<file path="config.mk">
export PLATFORM = sky130hd
export DESIGN_NAME = vga_pic_gen
export DESIGN_NICKNAME = d
export VERILOG_FILES = /design/src/rtl/vga_pic_gen.sv
export SDC_FILE = /design/constraint.sdc
export NUM_CORES = 1
export LEC_CHECK = 0
export ABC_AREA = 1
export CAP_MARGIN = 40
export CORE_ASPECT_RATIO = 1.25
export CORE_UTILIZATION = 40
export CTS_CLUSTER_SIZE = 24
export DETAILED_ROUTE_END_ITERATION = 10
export GPL_TIMING_DRIVEN = 0
export PLACE_DENSITY = 0.64
export SLEW_MARGIN = 20
export SYNTH_ARGS = -nofsm -noshare
export SYNTH_HDL_FRONTEND = slang
export SYNTH_SLANG_ARGS = --single-unit
</file>
<file path="constraint.sdc">
create_clock -name clk -period 5.6 [get_ports clk]
set_clock_uncertainty 0.2 [all_clocks]
set_input_delay 0.56 -clock clk [delete_from_list [all_inputs] [get_ports clk]]
set_output_delay 0.56 -clock clk [all_outputs]
set_load 0.01 [all_outputs]
</file>
<file path="src/rtl/vga_pic_gen.sv">
// vga_pic_gen: bouncing ROM-image pixel source for the VGA display stage.
// Define VGA_PIC_COLORKEY_EN to show KEY_COLOR image pixels as background.
module vga_pic_gen #(
  parameter int          H_ACT     = 640,
  parameter int          V_ACT     = 480,
  parameter int          IMG_W     = 100,
  parameter int          IMG_H     = 100,
  parameter int          ROM_AW    = 14,
  parameter int          STEP      = 1,
  parameter logic [20:0] BG_COLOR  = 21'h000000,
  parameter logic [20:0] KEY_COLOR = 21'h1FC07F
) (
  input  logic              clk,
  input  logic              rst_n,
  input  logic [11:0]       addr_h,
  input  logic [11:0]       addr_v,
  input  logic              pause,
  input  logic [20:0]       rom_q,
  output logic [ROM_AW-1:0] rom_addr,
  output logic [20:0]       rgb_data,
  output logic              frame_tick
);

`ifdef VGA_PIC_COLORKEY_EN
  localparam bit KEY_EN = 1'b1;
`else
  localparam bit KEY_EN = 1'b0;
`endif

  typedef enum logic [1:0] {
    WAIT_START,
    SCAN,
    UPDATE
  } state_t;

  state_t      state;
  logic [11:0] pos_x;
  logic [11:0] pos_y;
  logic        dir_x;
  logic        dir_y;
  logic        sel1;
  logic        sel2;

  logic [12:0] x_end;
  logic [12:0] y_end;
  logic        in_img;
  logic [11:0] off_x;
  logic [11:0] off_y;
  logic        first_px;
  logic        last_px;
  logic        key_hit;

  logic [12:0] nxt_x;
  logic [12:0] nxt_y;

  // {new_dir, new_pos}; dir 1 = increasing
  function automatic logic [12:0] step_axis(
    input logic [11:0] p,
    input logic        d,
    input int          len,
    input int          lim
  );
    logic [12:0] r;
    if (d) begin
      if ({1'b0, p} + 13'(len - 1 + STEP) > 13'(lim))
        r = {1'b0, p - 12'(STEP)};
      else
        r = {1'b1, p + 12'(STEP)};
    end else begin
      if (p <= 12'(STEP))
        r = {1'b1, p + 12'(STEP)};
      else
        r = {1'b0, p - 12'(STEP)};
    end
    return r;
  endfunction

  assign x_end = {1'b0, pos_x} + 13'(IMG_W - 1);
  assign y_end = {1'b0, pos_y} + 13'(IMG_H - 1);

  assign in_img = (addr_h != 12'd0) && (addr_v != 12'd0) &&
                  (addr_h >= pos_x) && ({1'b0, addr_h} <= x_end) &&
                  (addr_v >= pos_y) && ({1'b0, addr_v} <= y_end);

  assign off_x = addr_h - pos_x;
  assign off_y = addr_v - pos_y;

  assign first_px = (addr_h == 12'd1) && (addr_v == 12'd1);
  assign last_px  = (addr_h == 12'(H_ACT)) && (addr_v == 12'(V_ACT));

  assign key_hit = KEY_EN && (rom_q == KEY_COLOR);

  assign nxt_x = step_axis(pos_x, dir_x, IMG_W, H_ACT);
  assign nxt_y = step_axis(pos_y, dir_y, IMG_H, V_ACT);

  // Two-stage pixel path; the external ROM forms the middle stage
  always_ff @(posedge clk) begin
    if (!rst_n) begin
      rom_addr <= '0;
      sel1     <= 1'b0;
      sel2     <= 1'b0;
      rgb_data <= '0;
    end else begin
      if (in_img)
        rom_addr <= ROM_AW'(24'(off_y) * 24'(IMG_W) + 24'(off_x));
      sel1     <= in_img;
      sel2     <= sel1;
      rgb_data <= (sel2 && !key_hit) ? rom_q : BG_COLOR;
    end
  end

  // Window moves only in the single UPDATE cycle after the last pixel
  always_ff @(posedge clk) begin
    if (!rst_n) begin
      state      <= WAIT_START;
      frame_tick <= 1'b0;
      pos_x      <= 12'd1;
      pos_y      <= 12'd1;
      dir_x      <= 1'b1;
      dir_y      <= 1'b1;
    end else begin
      unique case (state)
        WAIT_START: begin
          frame_tick <= 1'b0;
          if (first_px)
            state <= SCAN;
        end
        SCAN: begin
          if (last_px) begin
            state      <= UPDATE;
            frame_tick <= 1'b1;
          end
        end
        UPDATE: begin
          state      <= WAIT_START;
          frame_tick <= 1'b0;
          if (!pause) begin
            dir_x <= nxt_x[12];
            pos_x <= nxt_x[11:0];
            dir_y <= nxt_y[12];
            pos_y <= nxt_y[11:0];
          end
        end
        default: begin
          state      <= WAIT_START;
          frame_tick <= 1'b0;
        end
      endcase
    end
  end

endmodule

</file>
==> results.md <==
* First element of the critical path: addr_v[0]
* Final Instance Area at between 8000 and 9000 um2
* Area delta synth->final at 22.5%
* Cell type with the largest total area after synthesis: dfxtp_1
* Most common library cells after synthesis: inv_1 (157), nand2_1 (154), ha_1 (87), nor2_1 (87), a21oi_1 (73)
* Net count of the mapped netlist at ~1100
* Number of flops mapped to enable cells by yosys at 0
* Detailed Route WL at 17700 um
* Fraction of final layout cells sized beyond drive strength 1 at 0.0700
* Drt initial violations at around 380
* Library cell with the highest instance count after synthesis: inv_1
* Sequential area share after synthesis at 0.199
* Post-synth design cell area at roughly 6700 um2
* Register bit total from synthesis at 66
* Htree depth at 3
* Maximum VDD drop at 0.200 mV
* Worst Slack Setup Final at between 0.3 and 0.4 ns
* Cell count after synthesis at 972
* P per Cell Area at 256 nW/um2
* Setup slack, reg-to-reg at approximately 0.40 ns
* Count of antenna diodes in the layout at 0
* Warnings from Yosys at 0
* Launching point of the worst reg2reg path: pos_y[3]
* Count of unique library cells instantiated by Yosys at 49
* Clock tree from TritonCTS: done
* Path type of the worst min-delay path: reg -> reg
* Hold Startpoint: rom_addr[5]
* Overflow after GRT at 0
* HPWL reported at the end of detailed placement at about 14000 um
* Data required, critical path at between 5 and 6 ns
* Fmax at ~190 MHz
* Num ports at 84
* Max-slew violation count at 0
* Later-pin clock latency in the skew report at between 0.3 and 0.4 ns
* Crit Reg-Reg Endpoint: rom_addr[13]
* Clk sinks at 66
* Status: complete, no violations
* Area inside the core boundary at roughly 16000 um2
* Final weighted congestion of routability-driven global placement at 0.883
* Fillers at around 1600
* Min Tclk post-route at 5.22 ns
* Main synth FF type: dfxtp_1
* Post-route DRC violation count at 0
* Initial Util at 0.411
* Min-Delay Path Depth at 2
* Data arrival at the endpoint of the critical path at 5.29 ns
* Peak fanout along the critical path at 5
* Kind of start point of the critical path: primary input
* Via count at around 6500
* Clock transition time at the flip-flop clock pins of the worst setup and hold paths at around 0.06 ns
* Share of synthesized registers carrying an async set or reset at 0
* Clock Tree Buf Depth at 2
* Fraction of the core area covered by cells at the end of the flow at 0.503
* Post-synth top area share at 0.199
* Mean Syn Cell Area at 6.85 um2
* Clock buffers created by TritonCTS at 9
* Setup WS pre-CTS at -0.779 ns
* Total global routing track utilization at 0.211
* Die outline width at between 100 and 150 um
* Cell at the root of the clock tree: clkbuf_16
* Detailed-route wire length per cell at approximately 14 um
* Number of buffers inserted for hold repair after clock tree synthesis at 0
* Area of the die at between 15000 and 20000 um2
* Slew at the pin with the worst max-slew slack at 0.752 ns
* Remaining antenna violation count at 0
* Worst Hold Endpoint: rom_addr[5]
* First-pass GRT wire length at between 20000 and 30000 um
* Count of maximum capacitance violations at 0
* Type of element capturing the critical path: flop
* Initial antenna violation count at 0
* Instance area at placement at a little under 8000 um2
* Final cycle utilization of the critical path at 0.932
* Number of standard-cell rows in the floorplan at 52
* Crit Path Class: in -> reg
* Relative slew slack at 0.495
* Final net count at ~1200
* Iteration count of the initial detailed-routing pass at 5
* Die height at around 150 um
* Count of buffers from port buffering at between 80 and 90
* Accumulated negative setup slack at 0 ns
* Total leakage power at about 3.8 nW
* Via-to-Cell Ratio at 5.02
* Number of global-route vias before repair at between 6000 and 7000
* Final Hold Violating Endpoints at 0
* Worst reg-to-reg path cell count at 28
* Top area cells in the synthesized netlist: dfxtp_1 (20%), ha_1 (16%), inv_1 (8.9%), nand2_1 (8.7%), xor2_1 (7.6%)
* Final setup vio count at 0
* Largest net degree at the start of global routing at 14
==> layout make-up <==
| type | instances | area (um2) | area share |
|---|---|---|---|
| multi-input combinational | 714 | 4650 | 0.571 |
| timing repair buffer | 84 | 848 | 0.104 |
| sequential | 66 | 1320 | 0.162 |
| tap | 216 | 270 | 0.0332 |
| buffer | 26 | 131 | 0.0161 |
| inverter | 166 | 623 | 0.0765 |
| clock buffer | 9 | 225 | 0.0276 |
| clock inverter | 7 | 77.6 | 0.00952 |
==> stage by stage <==
step	hold WS [ns]	cells	total power, W
after floorplan	0.190	972	0.00121
after detailed placement	0.257	1271	0.00143
after CTS	0.266	1288	0.00204
after global routing	0.290	1288	0.00226
final	0.263	1288	0.00208
after global placement	0.253	1271	0.00143
==> worst max path at each step <==
stage                        end  slack, ns
floorplan           rom_addr[13]       0.40
global placement    rom_addr[13]      -0.82
detailed placement  rom_addr[13]      -0.78
CTS                 rom_addr[13]       0.02
global route        rom_addr[13]      -0.03
finish              rom_addr[13]       0.38
==> per-layer routing <==
layer	part of all wire	track usage	vias to the layer above
met5	0	0	-
met4	0.013	0.0591	0
met3	0.032	0.0289	19
met2	0.49	0.369	108
met1	0.46	0.268	2961
li1	-	-	3382
==> worst max-delay path, stage by stage <==
cell and delay, ns:
dlymetal6s2s_1 0.18, inv_1 0.11, ha_1 0.24, fa_2 0.39
o21ai_2 0.18, and2_4 0.18, xor2_2 0.16, ha_1 0.25
ha_1 0.27, inv_1 0.05, fa_1 0.54, inv_1 0.06
ha_4 0.29, nand2_1 0.06, o21ai_2 0.15, xor2_1 0.16
inv_1 0.10, ha_4 0.29, nand2_1 0.09, nor3_2 0.22
nand3_1 0.12, o2111ai_2 0.13, a21oi_2 0.11, nor2_2 0.14
nand3_1 0.09, nand2_1 0.06, nor2_1 0.04, nor2_1 0.07
==> sequential cells by signal (all words and copies together), names as in the netlist <==
signal	flops
frame_tick	1
sel1	1
pos_y	12
rgb_data	21
pos_x	12
dir_x	1
rom_addr	14
sel2	1
dir_y	1
state	2
==> cell families after synthesis <==
| kind of cell | Yosys count | share of synthesized area |
|---|---|---|
| AO/OA/AOI/OAI | 170 | 0.144 |
| flip-flops | 66 | 0.199 |
| XOR/XNOR | 74 | 0.0974 |
| buffers and inverters | 192 | 0.113 |
| AND/OR/NAND/NOR | 374 | 0.256 |
| adder cells (fa/ha/maj) | 96 | 0.191 |
==> timing repair <==
action                                  CTS  global route
buffers inserted                          1             0
gates resized for setup                   8            10
pin swaps                                 1             2
endpoints found under the setup margin    3             4
==> where the power goes <==
part | switching [W] | internal [W]
logic | 0.000589 | 0.000439
registers | 0.00000381 | 0.000478
clock network | 0.000226 | 0.000348
==> placed cells by master (no fill, tap or decap), types with 3 or more instances in the layout <==
cell             count
fa_1                 8
buf_2                7
o21ai_0             46
o21ai_1              4
nand3_1             56
buf_4                5
dlymetal6s2s_1       4
nor2_1              86
xnor2_1             15
nand4_1             15
o211ai_1             9
nor2_4               4
clkbuf_1            12
nor2_2               3
nor3_1              20
clkinv_1             5
o31ai_1              3
a21oi_1             72
xor2_1              57
a31oi_1             14
nand3_2              3
a211oi_1             5
nor4_1              12
nand2_2              8
inv_2                4
inv_1              157
a21oi_2              3
clkbuf_16            9
ha_1                84
dfxtp_1             66
nand2_1            154
clkdlybuf4s50_1     79
Note: power is estimated with default switching activity, not from simulation.
